$ cat src/rtl/fetch_unit_if.sv
// -----------------------------------------------------------------------------
// fetch_unit_if
// Bundles every bus signal of the picoMIPS fetch stage:
//   - program-memory side : imem_req, imem_addr, imem_rdata, imem_valid
//   - decoder side        : instr, instr_valid, instr_ready
//   - PC control          : pc_incr, pc_relbranch, branch_offset, pc
// Modports:
//   master - the fetch unit itself (drives request, instruction and PC)
//   slave  - its environment (program memory plus decoder)
// -----------------------------------------------------------------------------
interface fetch_unit_if #(
   parameter int PSIZE = 6,
   parameter int ISIZE = 20,
   parameter int OSIZE = 6
);
   logic             imem_req;
   logic [PSIZE-1:0] imem_addr;
   logic [ISIZE-1:0] imem_rdata;
   logic             imem_valid;
   logic [ISIZE-1:0] instr;
   logic             instr_valid;
   logic             instr_ready;
   logic             pc_incr;
   logic             pc_relbranch;
   logic [OSIZE-1:0] branch_offset;
   logic [PSIZE-1:0] pc;

   modport master (
      output imem_req, imem_addr, instr, instr_valid, pc,
      input  imem_rdata, imem_valid, instr_ready, pc_incr, pc_relbranch, branch_offset
   );

   modport slave (
      input  imem_req, imem_addr, instr, instr_valid, pc,
      output imem_rdata, imem_valid, instr_ready, pc_incr, pc_relbranch, branch_offset
   );
endinterface

$ cat src/rtl/fetch_unit.sv
// -----------------------------------------------------------------------------
// fetch_unit
// Instruction fetch stage of picoMIPS. Holds the PC, requests one word from
// program memory, parks it in the instruction register until the decoder
// takes it, then moves the PC (increment, relative branch, or stay put).
// Ports:
//   clk    - system clock, rising edge
//   reset  - asynchronous, active-low reset
//   bus    - fetch_unit_if.master: program-memory request/response,
//            instruction handshake to the decoder, PC controls and PC value
// Throughput is one instruction per two cycles (FETCH then HOLD); there is
// no prefetch and only the single instruction register as buffering.
// -----------------------------------------------------------------------------
module fetch_unit #(
   parameter int PSIZE = 6,
   parameter int ISIZE = 20,
   parameter int OSIZE = 6
) (
   input  logic           clk,
   input  logic           reset,
   fetch_unit_if.master   bus
);

   typedef enum logic [1:0] {
      IDLE  = 2'd0,
      FETCH = 2'd1,
      HOLD  = 2'd2
   } state_t;

   state_t           state_q, state_d;
   logic [PSIZE-1:0] pc_q, pc_d;
   logic [PSIZE-1:0] offset_ext;
   logic [ISIZE-1:0] instr_q, instr_d;
   logic             valid_q, valid_d;
   logic             req_q, req_d;

   // Sign-extend the branch offset to PC width; the add below then wraps
   // modulo 2**PSIZE, which is exactly the required negative-offset behaviour.
   assign offset_ext = PSIZE'($signed(bus.branch_offset));

   // Next-state and next-register values.
   // NOTE: every signal gets its hold value first so no path leaves it
   // unassigned; that is what keeps this block from inferring latches.
   always_comb begin
      state_d = state_q;
      pc_d    = pc_q;
      instr_d = instr_q;
      valid_d = valid_q;

      case (state_q)
         IDLE: begin
            state_d = FETCH;
         end

         FETCH: begin
            // Memory response is only looked at here.
            if (bus.imem_valid) begin
               instr_d = bus.imem_rdata;
               valid_d = 1'b1;
               state_d = HOLD;
            end
         end

         HOLD: begin
            // instr_valid is always 1 in HOLD, so ready alone marks a transfer.
            if (bus.instr_ready) begin
               valid_d = 1'b0;
               state_d = FETCH;
               if (bus.pc_relbranch) begin
                  pc_d = pc_q + offset_ext;
               end else if (bus.pc_incr) begin
                  pc_d = pc_q + PSIZE'(1);
               end
            end
         end

         default: begin
            state_d = IDLE;
         end
      endcase

      // Request is registered: it is high exactly while the FSM sits in FETCH.
      req_d = (state_d == FETCH);
   end

   // NOTE: sequential state uses non-blocking assignments so every register
   // samples the pre-edge values, independent of statement order.
   always_ff @(posedge clk or negedge reset) begin
      if (!reset) begin
         state_q <= IDLE;
         pc_q    <= '0;
         instr_q <= '0;
         valid_q <= 1'b0;
         req_q   <= 1'b0;
      end else begin
         state_q <= state_d;
         pc_q    <= pc_d;
         instr_q <= instr_d;
         valid_q <= valid_d;
         req_q   <= req_d;
      end
   end

   assign bus.imem_req    = req_q;
   assign bus.imem_addr   = pc_q;
   assign bus.instr       = instr_q;
   assign bus.instr_valid = valid_q;
   assign bus.pc          = pc_q;

endmodule

$ cat src/flat_wrapper.sv
// flat-port wrapper written by rule: the top's interface ports become plain ports
module fetch_unit_flat 
#(
   parameter int PSIZE = 6,
   parameter int ISIZE = 20,
   parameter int OSIZE = 6
)
  (clk, reset, bus_imem_req, bus_imem_addr, bus_instr, bus_instr_valid, bus_pc, bus_imem_rdata, bus_imem_valid, bus_instr_ready, bus_pc_incr, bus_pc_relbranch, bus_branch_offset);
  fetch_unit_if #(.PSIZE(PSIZE), .ISIZE(ISIZE), .OSIZE(OSIZE)) bus_i ();
  input  logic clk;
  input  logic reset;
  output wire logic [$bits(bus_i.imem_req)-1:0] bus_imem_req;
  output wire logic [$bits(bus_i.imem_addr)-1:0] bus_imem_addr;
  output wire logic [$bits(bus_i.instr)-1:0] bus_instr;
  output wire logic [$bits(bus_i.instr_valid)-1:0] bus_instr_valid;
  output wire logic [$bits(bus_i.pc)-1:0] bus_pc;
  input wire logic [$bits(bus_i.imem_rdata)-1:0] bus_imem_rdata;
  input wire logic [$bits(bus_i.imem_valid)-1:0] bus_imem_valid;
  input wire logic [$bits(bus_i.instr_ready)-1:0] bus_instr_ready;
  input wire logic [$bits(bus_i.pc_incr)-1:0] bus_pc_incr;
  input wire logic [$bits(bus_i.pc_relbranch)-1:0] bus_pc_relbranch;
  input wire logic [$bits(bus_i.branch_offset)-1:0] bus_branch_offset;
  assign bus_imem_req = bus_i.imem_req;
  assign bus_imem_addr = bus_i.imem_addr;
  assign bus_instr = bus_i.instr;
  assign bus_instr_valid = bus_i.instr_valid;
  assign bus_pc = bus_i.pc;
  assign bus_i.imem_rdata = bus_imem_rdata;
  assign bus_i.imem_valid = bus_imem_valid;
  assign bus_i.instr_ready = bus_instr_ready;
  assign bus_i.pc_incr = bus_pc_incr;
  assign bus_i.pc_relbranch = bus_pc_relbranch;
  assign bus_i.branch_offset = bus_branch_offset;
  fetch_unit #(.PSIZE(PSIZE), .ISIZE(ISIZE), .OSIZE(OSIZE)) u_core (.clk(clk), .reset(reset), .bus(bus_i));
endmodule
$ cat config.mk
export PLATFORM = sky130hd
export DESIGN_NAME = fetch_unit_flat
export DESIGN_NICKNAME = d
export VERILOG_FILES = /design/src/rtl/fetch_unit_if.sv /design/src/rtl/fetch_unit.sv /design/src/flat_wrapper.sv
export SDC_FILE = /design/constraint.sdc
export NUM_CORES = 1
export LEC_CHECK = 0
export ABC_AREA = 0
export BUFFER_PORTS_ARGS = -buffer_cell sky130_fd_sc_hd__buf_2
export CAP_MARGIN = 0
export CORE_MARGIN = 2
export CORE_UTILIZATION = 49
export DETAILED_ROUTE_END_ITERATION = 10
export GPL_TIMING_DRIVEN = 0
export PLACE_DENSITY = 0.84
export SYNTH_ARGS = -nofsm -noshare
export SYNTH_HDL_FRONTEND = slang
export SYNTH_SLANG_ARGS = --single-unit
$ cat constraint.sdc
create_clock -name clk -period 4.3 [get_ports clk]
set_input_delay 0.215 -clock clk [delete_from_list [all_inputs] [get_ports clk]]
set_output_delay 0.215 -clock clk [all_outputs]
set_load 0.03 [all_outputs]
* Word level (Yosys, flattened, before mapping)
Cells that the tools add are included.
** Storage, ports and cells
- Output and inout port bits :: 34
- Bits of input ports :: 32
- Register bits after elaboration :: 30
- Logic and storage cells :: 26
** Cells by class
- Mux-type cells :: 8
- Reductions and logical operators :: 6
- Equality and inequality tests :: 5
- Add/subtract/negate cells :: 2
** Operators with widths (count)
- $mux 6 :: 2
- $add 6x1->6 const B :: 1
- $add 6x6->6 :: 1
- $pmux 2 s3 :: 1
- $reduce_and 3->1 :: 2
- $eq 2x1->1 const B :: 2
- $mux 2 :: 2
- $ne 2x2->1 const B :: 2
- $reduce_bool 2->1 :: 2
- $eq 2x2->1 const B :: 1
- $logic_not 2->1 :: 1
- $mux 1 :: 2
- $pmux 1 s2 :: 1
- $reduce_and 2->1 :: 1

* Longest topological paths before layout
Gate-level depths: netlist of the first run.
- Depth after elaboration :: 3
- Gate-level depth with buffers :: 7
- Depth with buffers taken out :: 7

* Worst setup path after synthesis of the first run
Ideal clock, no wire load.
- Kind :: register -> register
- From :: register u_core.pc_q[0], in the netlist u_core.bus.imem_addr[0]
- To :: register u_core.pc_q[4], in the netlist u_core.bus.imem_addr[4]
- Arrival time :: 1.702 ns
- Required time :: 4.173 ns
- Period minus slack after synthesis :: 1.829 ns
- Setup slack :: 2.471 ns
- Setup time :: 0.127 ns
- Buffers on the path :: 0
- Stages on the path, launching flop included :: 7
- Cell sequence :: dfrtp_1 > ha_1 > fa_1 > a21o_1 > a21oi_1 > xor2_1 > o21ai_0
** On the way
- Word-level cells in the longest chain between the ends :: 3
- Elaborated cells between the ends (all ways) :: 4
- Classes of those cells :: add/sub (2); mux (2)
** RTL lines
- from (decl) :: line fetch_unit.sv:31 : logic [PSIZE-1:0] pc_q, pc_d;
- from (signal assigned) :: line fetch_unit.sv:97 : pc_q <= pc_d;
- $add 6x1->6 :: line fetch_unit.sv:72 : pc_d = pc_q + PSIZE'(1);
- $mux 6 :: line fetch_unit.sv:71 : end else if (bus.pc_incr) begin
- $mux 6 (*) :: line fetch_unit.sv:69 : if (bus.pc_relbranch) begin
Mark *: on every way between the ends. The rest lies on a longest branch, timed or not. The select of a mux whose other input is x is not followed.
A chain may end at the register's enable or synchronous reset.

* Worst setup path after layout of the first run
Ends and elaborated chain as after synthesis.

==> results.md, run 1 <==
| Quantity | Value | Unit |
|---|---|---|
| Leakage | 0.9587 | nW |
| Setup TNS | 0 | ns |
| Synth Instances | 111 | - |
| Critical path startpoint category | flip-flop | - |
| Number of rows created at floorplan | 19 | - |
| Slew @ Worst Pin | 0.6672 | ns |
| Placed Instance Area | 1762 | sq um |
| Number of storage elements in the synthesis netlist | 30 | - |
| Length of the first detailed-routing pass in iterations | 4 | - |
| Most frequent cells in the layout | buf_2, dfrtp_1, mux2_2, nand2_1, buf_4 | - |
| Die width | 57.41 | microns |
| Average wire per standard cell | 12.75 | microns |
| Endpoint type of the worst setup path | flip-flop | - |
| Outcome | complete, no violations | - |
| VDD IR-drop max | 0.5982 | mV |
| Setup Skew | 0.004882 | ns |
| Diode count | 0 | - |
| Count of boundary I/O pins | 66 | - |
| Sinks on the clock net | 30 | - |
| Layout cell share with drive strength beyond 1 | 56.76 | % |
| Chain of cells forming the critical path | ha_1 > fa_1 > a21o_1 > a21oi_1 > xor2_1 > o21ai_0 | - |
| TritonCTS clock tree | yes | - |
| Wire length of the first global-routing pass | 4547 | microns |
| TritonCTS Buffers | 5 | - |
| Unrepaired setup endpoints after global routing | false | - |
| Number of levels in the clock H-tree | 2 | - |
| Later-pin clock latency in the skew report | 0.32 | ns |
| Sequential fraction of the synthesis area | 53.72 | % |
| Half-perimeter wire length after detailed placement | 2116 | microns |
| Peak per-stage delay on the critical path | 0.43 | ns |
| Buffer depth of the longest clock path | 2 | - |
| Initial Util | 51.12 | % |
| Iteration-0 DRC Markers | 27 | - |
| Final WL | 2754 | microns |
| Synthesis-to-layout area growth | 31.07 | % |
| Via count of the first global-routing pass | 1,081 | - |
| Full die area | 3295 | sq um |
| Net count, final | 222 | - |
| Post-route fraction of the period consumed by the critical path | 42.70 | % |
| Antenna violations before repair | 0 | - |
| Type of the worst setup path | flip-flop to flip-flop | - |
| Most frequent standard cell in the layout excluding fill and tap cells | buf_2 | - |
| Antenna-violating nets left | 0 | - |
| Mean post-synth cell area | 12.59 | sq um |
| Pwr dens | 831.4 | nW/um^2 |
| Final core utilization | 67.00 | % |
| Count of unique library cells instantiated by Yosys | 24 | - |
| Critical Path Fanout Max | 4 | - |
| Warning count from the yosys run | 0 | - |
| Fmax | 544.7 | MHz |
| Cell with the biggest individual delay on the critical path | fa_1 | - |
| Max-capacitance violation count | 0 | - |
| Weighted congestion at the end of routability-driven global placement | 0.8035 | - |
| Cell count after placement | 207 | - |
| Largest delay share family, worst path | adder cells | - |
| Final max-slew violation count | 0 | - |
| Buffers and inverters on the worst path | 0 | - |
| Global route overflow | 0 | - |
| Number of endpoints with negative hold slack in the final report | 0 | - |
| Clock period minus final worst setup slack | 1.836 | ns |
| Buffers on Ports | 65 | - |
| Number of nets in the synthesized netlist | 149 | - |
| Number of vias per cell after detailed routing | 4.907 | - |
| Pin count of the biggest net entering global routing | 31 | - |
| Post-route DRC violation count | 0 | - |
| Netlist Area Pre-Place | 1398 | sq um |
| Critical Path AT | 2.04 | ns |
| Max transition margin | 55.52 | % |
| HP Class | primary input to flip-flop | - |
| Clock tree root buffer cell | clkbuf_4 | - |
| Vias after detailed routing | 1,060 | - |
| Count of placed standard cells in the final layout, fillers left out | 216 | - |
| Critical path data required time | 4.50 | ns |
| Die Ht | 57.41 | microns |
| Total routing resource utilization after global routing | 18.36 | % |
| Setup Viol. Count Final | 0 | - |
| Total non-filler cell area in the finished layout | 1832 | sq um |
| Core Region | 2734 | sq um |
| Clock transition at the register clock pins on the worst setup and hold paths after CTS | 0.09 | ns |
-- state kept, by name, indices dropped and copies added, names as in the netlist --
| name | cells |
|---|---|
| u_core.bus.imem_addr | 6 |
| u_core.bus.instr | 20 |
| u_core.state_q | 2 |
| u_core.bus.imem_req | 1 |
| u_core.bus.instr_valid | 1 |
-- synthesized netlist by cell type --
library cell  number  area [sq um]
nand4b_1           1         8.760
a21oi_1            6         30.03
nor3_2             1         10.01
and3_1             1         6.260
xnor2_1            1         8.760
a22oi_1            2         15.01
a21o_1             2         15.01
ha_1               5         62.56
nor2_1             4         15.01
mux2_2            20         225.2
nor2b_1            1         6.260
nand2_2            1         6.260
nand2_1           12         45.04
nor2_4             1         11.26
xor2_1             3         26.28
nand2b_4           1         13.76
and2_2             1         7.510
o21ai_0            3         15.01
buf_4              8         60.06
and2_1             4         25.02
fa_1               1         20.02
nand2b_1           1         6.260
nand3b_1           1         7.510
dfrtp_1           30         750.7
-- cell families (layout without fill, tap and decap cells) --
logic type | count (synthesis) | in the layout | synth area share (%)
fa+ha+maj | 6 | 6 | 5.909
compound gates | 13 | 13 | 5.371
buf+inv | 8 | 82 | 4.297
xor+xnor | 4 | 4 | 2.507
mux | 20 | 20 | 16.11
flops | 30 | 30 | 53.72
simple gates | 30 | 30 | 12.09
-- stage by stage --
| step | setup slack, ns | power [mW] | hold slack (ns) |
|---|---|---|---|
| after floorplan | 2.471 | 1.126 | -0.08059 |
| after global placement | 2.533 | 1.332 | 0.2678 |
| after detailed placement | 2.469 | 1.364 | 0.2897 |
| after CTS | 2.459 | 1.542 | 0.09832 |
| after global routing | 2.389 | 1.619 | 0.09688 |
| final | 2.464 | 1.523 | 0.1159 |
-- worst register-to-register path: cells and delay by family, from the launching register on --
family          cells  cell delay (ns)
compound gates      3             0.46
fa+ha+maj           2             0.68
flops               1             0.42
xor+xnor            1             0.17
-- final timing paths --
| path | startpoint | end | slack, ns | depth (start not counted) |
|---|---|---|---|---|
| max | u_core.bus.imem_addr[0] | u_core.bus.imem_addr[4] | 2.46 | 6 |
| min | bus_imem_rdata[7] | u_core.bus.instr[7] | 0.12 | 2 |
| max reg2reg | u_core.bus.imem_addr[0] | u_core.bus.imem_addr[4] | 2.46 | 6 |
| min reg2reg | u_core.bus.imem_addr[5] | u_core.bus.imem_addr[5] | 0.49 | 1 |
| max in group asynchronous | reset | u_core.state_q[1] | 3.42 | 2 |
| min in group asynchronous | reset | u_core.bus.instr_valid | 0.45 | 2 |
-- what timing repair did --
item                                   in CTS  in global routing
endpoints found under the hold margin      30                  0
setup buffers                               0                  0
hold buffers                                1                  0
resized for setup                           0                  0
-- cell type report --
type                    instances  area, sq um
flip-flops and latches         30        750.7
well taps                      31        38.79
clock inverters                 1        5.005
repair buffers                 66        335.3
multi-input cells              73        586.8
clock buffers                   7        55.05
plain buffers                   8        60.06
fillers                       215        902.1
-- routing by layer --
layer | GRT usage (%) | wire (microns)
met5 | 0 | 0
met4 | 7.973 | 44
met1 | 20.86 | 1119
met2 | 30.68 | 1376
met3 | 7.029 | 214
-- report_power, final --
part	leakage, nW	internal, mW	total [mW]	switching, mW
combinational	0.571	0.323	0.837	0.515
sequential	0.353	0.421	0.513	0.0923
clock	0.0353	0.0791	0.173	0.0936
total	0.959	0.822	1.52	0.701
(Power assumes the default switching activity.)
==> run 2: changes to the inputs <==
- ABC_AREA: 0 -> 1
- CORE_UTILIZATION: 49 -> 47
- PLACE_DENSITY: 0.84 -> 0.79
- clock period: 4.3 -> 1.7 ns (I/O delays scaled with it)
==> results.md, run 2 <==
| Quantity | Value | Unit |
|---|---|---|
| Pin count of the biggest net entering global routing | 31 | - |
| Cell count after placement | 245 | - |
| Power Internal | 2.402 | mW |
| Fmax | 620.1 | MHz |
| Netlist Area Pre-Place | 1518 | sq um |
| EDFF count, synth | 0 | - |
| Count leader, synth | nand2_1 | - |
| Slew @ Worst Pin | 0.6536 | ns |
| Largest delay share family, worst path | simple AND/OR/NAND/NOR gates | - |
| Setup slack after placement | 0.03579 | ns |
| Post-route fraction of the period consumed by the critical path | 94.86 | % |
| Buffers on Ports | 64 | - |
| Via count of the first global-routing pass | 1,314 | - |
| Half-perimeter wire length after detailed placement | 2180 | microns |
| Setup Viol. Count Final | 0 | - |
| Clock tree root buffer cell | clkbuf_4 | - |
| Number of vias per cell after detailed routing | 4.474 | - |
| Largest register FFs | 20 | - |
| Synthesis-to-layout area growth | 45.67 | % |
| Number of levels in the clock H-tree | 2 | - |
| Critical Path Fanout Max | 4 | - |
| Number of rows created at floorplan | 20 | - |
| Endpoint type of the worst setup path | flip-flop | - |
| Global route overflow | 0 | - |
| Most frequent cells in the layout | buf_2, nand2_1, dfrtp_1, dlygate4sd3_1, mux2_4 | - |
| Vias after detailed routing | 1,226 | - |
| Buffer depth of the longest clock path | 2 | - |
| Clock power frac | 13.6 | % |
| Final WL | 3448 | microns |
| Layout cell share with drive strength beyond 1 | 47.39 | % |
| Beginning of the worst hold path | bus_imem_valid | - |
| Count of placed standard cells in the final layout, fillers left out | 274 | - |
| Portion of synthesized cell area occupied by the leading cell type | 49.46 | % |
| Die Ht | 60.83 | microns |
| Count of boundary I/O pins | 66 | - |
| Total routing resource utilization after global routing | 21.93 | % |
| Net switching power | 1.890 | mW |
| VDD IR-drop max | 1.427 | mV |
| Critical path data required time | 1.92 | ns |
| Critical Path AT | 1.83 | ns |
| Unrepaired setup endpoints after global routing | false | - |
| Leakage | 1.238 | nW |
| Diode count | 0 | - |
| Number of setup buffers added after CTS | 0 | - |
| WHS | 0.05516 | ns |
| Sinks on the clock net | 30 | - |
| Clock period minus final worst setup slack | 1.613 | ns |
| Setup Skew | 0.01203 | ns |
| Setup TNS | 0 | ns |
| Worst-case register-to-register setup slack | 0.09 | ns |
| Sequential fraction of the synthesis area | 49.46 | % |
| Number of cells on the worst reg-to-reg path | 7 | - |
| CP endpoint | u_core.bus.imem_addr[4] | - |
| Part of the total power dissipated in sequential elements | 30.6 | % |
| Cell with the biggest individual delay on the critical path | dfrtp_2 | - |
| Number of endpoints with negative hold slack in the final report | 0 | - |
| Antenna violations before repair | 0 | - |
| Wire length of the first global-routing pass | 5782 | microns |
| Clock transition at the register clock pins on the worst setup and hold paths after CTS | 0.10 | ns |
| Buffers and inverters on the worst path | 0 | - |
| Most frequent standard cell in the layout excluding fill and tap cells | buf_2 | - |
| Critical path startpoint category | flip-flop | - |
| Synth Instances | 137 | - |
| Top cell type by total area after synthesis | dfrtp_1 | - |
| Number of cells on the critical path | 7 | - |
| TritonCTS Buffers | 5 | - |
| Pwr dens | 1941 | nW/um^2 |
| HP Class | primary input to flip-flop | - |
| Weighted congestion at the end of routability-driven global placement | 0.7370 | - |
| Count of unique library cells instantiated by Yosys | 23 | - |
| Most used DFF post-synth | dfrtp_1 | - |
| Later-pin clock latency in the skew report | 0.33 | ns |
| Setup slack after layout | 0.08741 | ns |
| Full die area | 3700 | sq um |
| Type of the worst setup path | flip-flop to flip-flop | - |
| Die width | 60.83 | microns |
| End of the worst register-to-register path | u_core.bus.imem_addr[4] | - |
| Number of nets in the synthesized netlist | 175 | - |
| Max-capacitance violation count | 0 | - |
| Chain of cells forming the critical path | ha_4 > fa_2 > nand3_1 > nand2_1 > or2_2 > nand3_1 > nand2_1 | - |
| Warning count from the yosys run | 0 | - |
| Length of the first detailed-routing pass in iterations | 4 | - |
| TritonCTS clock tree | yes | - |
| Number of storage elements in the synthesis netlist | 30 | - |
| Mean post-synth cell area | 11.08 | sq um |
| Outcome | complete, no violations | - |
| Antenna-violating nets left | 0 | - |
| Cells taking the most area after synthesis | dfrtp_1, mux2_4, nand2_1 | - |
| Max transition margin | 56.43 | % |
| Switching part of the total | 44.03 | % |
| Peak per-stage delay on the critical path | 0.44 | ns |
| Share of total power in combinational logic | 55.8 | % |
| Iteration-0 DRC Markers | 26 | - |
| CP Launch Point | u_core.bus.imem_addr[0] | - |
| Core Region | 3053 | sq um |
| Post-route DRC violation count | 0 | - |
| Average wire per standard cell | 12.58 | microns |
| Most numerous cell types in the synthesized netlist | nand2_1, dfrtp_1, mux2_4, inv_1 | - |
| Net count, final | 268 | - |
| Async SR Flop Fraction | 100.0 | % |
| Initial Util | 49.71 | % |
| Startpoint of the most critical register-to-register path | u_core.bus.imem_addr[0] | - |
| Final max-slew violation count | 0 | - |
-- run 2: kinds of logic (layout without fill, tap and decap cells) --
logic type	count (synthesis)	after routing	synth area share (%)
multiplexers	20	20	19.29
AND/OR/NAND/NOR	46	46	13.52
adder cells (fa/ha/maj)	6	6	5.441
flip-flops	30	30	49.46
AO/OA/AOI/OAI	9	9	2.967
buffers and inverters	25	118	8.738
XOR/XNOR	1	1	0.5772
-- run 2: stage by stage --
| stage | power (mW) | util, % | cell area [sq um] |
|---|---|---|---|
| 2_1_floorplan | 3.078 | - | 1531 |
| 3_3_place_gp | 3.622 | 62.46 | 1907 |
| 3_5_place_dp | 3.669 | 62.46 | 1907 |
| 4_1_cts | 4.309 | 72.34 | 2208 |
| 5_1_grt | 4.569 | 72.42 | 2211 |
| 6_report | 4.292 | 72.42 | 2211 |
-- run 2: worst min-delay path by stage --
stage,endpoint,slack [ns],cells past startpoint
finish,u_core.bus.imem_req,0.06,4
CTS,u_core.bus.imem_req,0.04,4
global placement,u_core.bus.instr[14],0.15,1
global route,u_core.bus.imem_req,0.06,4
detailed placement,u_core.bus.instr[15],0.15,1
floorplan,u_core.bus.imem_addr[0],-0.21,0
-- run 2: repair_timing --
action                                  4_1_cts  5_1_grt
hold endpoints to repair                     51        0
gates resized for setup                       0        1
hold buffers                                 22        0
endpoints found under the setup margin        0        1
-- run 2: cell type report --
class | count | area [sq um]
Sequential cell | 30 | 752.0
Inverter | 16 | 60.06
Multi-Input combinational cell | 82 | 649.4
Fill cell | 246 | 842.1
Buffer | 9 | 72.57
Clock inverter | 1 | 30.03
Tap cell | 44 | 55.05
Clock buffer | 6 | 51.30
Timing Repair Buffer | 86 | 540.5
-- run 2: worst min-delay path, delay by kind of cell --
kind	cells	cell delay [ns]
buffers and inverters	2	0.14
AO/OA/AOI/OAI	1	0.07
AND/OR/NAND/NOR	1	0.05
-- run 2: per-layer routing --
metal | share of wire [%] | wire (microns) | up-vias | track usage (%)
met1 | 41 | 1415 | 561 | 24.18
met2 | 52 | 1798 | 42 | 40.40
met4 | 1.2 | 43 | 0 | 6.522
met5 | 0 | 0 | - | 0
li1 | - | - | 617 | -
met3 | 5.5 | 190 | 6 | 6.610
-- run 2: power groups by stage --
stage,Combinational [mW],Sequential (mW),Clock [mW]
after detailed placement,2.36,1.31,0
after CTS,2.40,1.31,0.600
after global placement,2.31,1.31,0
after floorplan,1.11,1.97,0
after global routing,2.58,1.36,0.629
final,2.40,1.31,0.583
==> run 3: changes to the inputs <==
- CORE_UTILIZATION: 47 -> 49
- CTS_BUF_LIST: unset -> sky130_fd_sc_hd__clkbuf_4 sky130_fd_sc_hd__clkbuf_8
- PLACE_DENSITY: 0.79 -> 0.82
- clock period: 1.7 -> 1.8 ns (I/O delays scaled with it)
==> results.md, run 3 (synthesized netlist as in run 2, its figures left out) <==
| Quantity | Value | Unit |
|---|---|---|
| Count of boundary I/O pins | 66 | - |
| Number of endpoints with negative hold slack in the final report | 0 | - |
| Worst-case register-to-register setup slack | 0.10 | ns |
| Global route overflow | 0 | - |
| Leakage | 1.232 | nW |
| Number of vias per cell after detailed routing | 4.625 | - |
| Post-route fraction of the period consumed by the critical path | 94.18 | % |
| Setup TNS | 0 | ns |
| Iteration-0 DRC Markers | 12 | - |
| Number of cells on the worst reg-to-reg path | 7 | - |
| Half-perimeter wire length after detailed placement | 2110 | microns |
| Final max-slew violation count | 0 | - |
| Startpoint of the most critical register-to-register path | u_core.bus.imem_addr[0] | - |
| Critical Path AT | 1.92 | ns |
| Max transition margin | 56.79 | % |
| VDD IR-drop max | 1.205 | mV |
| Setup slack after placement | 0.06061 | ns |
| Number of levels in the clock H-tree | 2 | - |
| Cell with the biggest individual delay on the critical path | dfrtp_2 | - |
| End of the worst register-to-register path | u_core.bus.imem_addr[4] | - |
| Initial Util | 50.54 | % |
| Total routing resource utilization after global routing | 19.83 | % |
| Antenna violations before repair | 0 | - |
| Pin count of the biggest net entering global routing | 31 | - |
| Post-route DRC violation count | 0 | - |
| Via count of the first global-routing pass | 1,139 | - |
| Unrepaired setup endpoints after global routing | false | - |
| Net count, final | 268 | - |
| Number of rows created at floorplan | 20 | - |
| Vias after detailed routing | 1,221 | - |
| Most frequent cells in the layout | buf_2, nand2_1, dfrtp_1, dlygate4sd3_1, mux2_4 | - |
| Max-capacitance violation count | 0 | - |
| Full die area | 3559 | sq um |
| Largest register FFs | 20 | - |
| Beginning of the worst hold path | bus_imem_valid | - |
| Buffers on Ports | 64 | - |
| Clock tree root buffer cell | clkbuf_4 | - |
| Clock period minus final worst setup slack | 1.695 | ns |
| Final WL | 3134 | microns |
| Endpoint type of the worst setup path | flip-flop | - |
| Diode count | 0 | - |
| TritonCTS Buffers | 5 | - |
| Wire length of the first global-routing pass | 5092 | microns |
| Setup slack after layout | 0.1048 | ns |
| Critical path data required time | 2.03 | ns |
| Setup Skew | 0.002226 | ns |
| Core Region | 3003 | sq um |
| Buffer depth of the longest clock path | 2 | - |
| Layout cell share with drive strength beyond 1 | 47.19 | % |
| Worst Hold End | u_core.state_q[0] | - |
| Chain of cells forming the critical path | ha_1 > fa_2 > nand3_1 > nand2_1 > or2_2 > nand3_1 > nand2_1 | - |
| Cell count after placement | 234 | - |
| Critical Path Fanout Max | 4 | - |
| Fmax | 589.9 | MHz |
| Slew @ Worst Pin | 0.6481 | ns |
| Sinks on the clock net | 30 | - |
| Clock transition at the register clock pins on the worst setup and hold paths after CTS | 0.09 | ns |
| Length of the first detailed-routing pass in iterations | 5 | - |
| Outcome | complete, no violations | - |
| HP Class | primary input to flip-flop | - |
| Type of the worst setup path | flip-flop to flip-flop | - |
| Setup Viol. Count Final | 0 | - |
| TritonCTS clock tree | yes | - |
| Peak per-stage delay on the critical path | 0.44 | ns |
| Die Ht | 59.66 | microns |
| Later-pin clock latency in the skew report | 0.33 | ns |
| Antenna-violating nets left | 0 | - |
| Synthesis-to-layout area growth | 42.79 | % |
| Average wire per standard cell | 11.87 | microns |
| Die width | 59.66 | microns |
| Pwr dens | 1801 | nW/um^2 |
| Most frequent standard cell in the layout excluding fill and tap cells | buf_2 | - |
| Critical path startpoint category | flip-flop | - |
| Count of placed standard cells in the final layout, fillers left out | 264 | - |
| Weighted congestion at the end of routability-driven global placement | 0.8190 | - |
| Number of cells traversed by the worst hold path | 4 | - |
[run 3: changes by cell type in the layout (fill, tap and decap cells not counted)]
cell       before  now
ha_4            1    0
clkbuf_4        5    6
clkinv_2        0    1
bufinv_16       1    0
ha_1            4    5
[run 3: worst max path at each step]
stage                             from                       to  slack, ns  depth (start not counted)
6_report       u_core.bus.imem_addr[0]  u_core.bus.imem_addr[4]       0.10                          7
5_1_grt        u_core.bus.imem_addr[0]  u_core.bus.imem_addr[4]       0.01                          7
4_1_cts        u_core.bus.imem_addr[0]  u_core.bus.imem_addr[4]       0.04                          7
3_5_place_dp   u_core.bus.imem_addr[0]  u_core.bus.imem_addr[4]       0.06                          7
3_3_place_gp   u_core.bus.imem_addr[0]  u_core.bus.imem_addr[4]       0.08                          7
2_1_floorplan  u_core.bus.imem_addr[0]  u_core.bus.imem_addr[4]       0.05                          7
[run 3: area by class of cell]
cell class                      count  area [sq um]
Fill cell                         217         835.8
Inverter                           16         60.06
Multi-Input combinational cell     82         636.9
Tap cell                           33         41.29
Clock inverter                      1         5.005
Sequential cell                    30         752.0
Clock buffer                        7         58.81
Buffer                              9         72.57
Timing Repair Buffer               86         540.5
[run 3: power by group]
group | switching [mW] | internal, mW | leakage [nW] | total (mW)
clock network | 0.224 | 0.204 | 0.0387 | 0.428
registers | 0.224 | 1.01 | 0.355 | 1.24
logic | 1.32 | 0.923 | 0.839 | 2.24
total | 1.76 | 2.14 | 1.23 | 3.90
[run 3: repair_timing]
item                       4_1_cts  5_1_grt
setup endpoints to repair        0        1
gates resized for setup          0        1
hold buffers                    22        0
hold endpoints to repair        51        0
setup buffers                    0        0
[run 3: stage by stage]
step / hold WS (ns) / total power [mW] / util, % / area [sq um]
6_report: 0.07742 / 3.903 / 72.17 / 2167
5_1_grt: 0.08777 / 4.172 / 72.17 / 2167
4_1_cts: 0.06563 / 3.923 / 72.08 / 2165
3_5_place_dp: 0.1577 / 3.445 / 62.63 / 1881
3_3_place_gp: 0.1560 / 3.406 / 62.63 / 1881
2_1_floorplan: -0.2056 / 2.894 / - / 1519
[run 3: per-layer routing]
layer	wire, microns	global-route usage, %
met1	1405	24.68
met5	0	0
met3	207	7.792
met4	63	7.937
met2	1456	30.90
[run 3: critical path: cells and delay by family (launching register included)]
family | cells | cell delay, ns
fa+ha+maj | 2 | 0.61
flops | 1 | 0.44
simple gates | 5 | 0.55
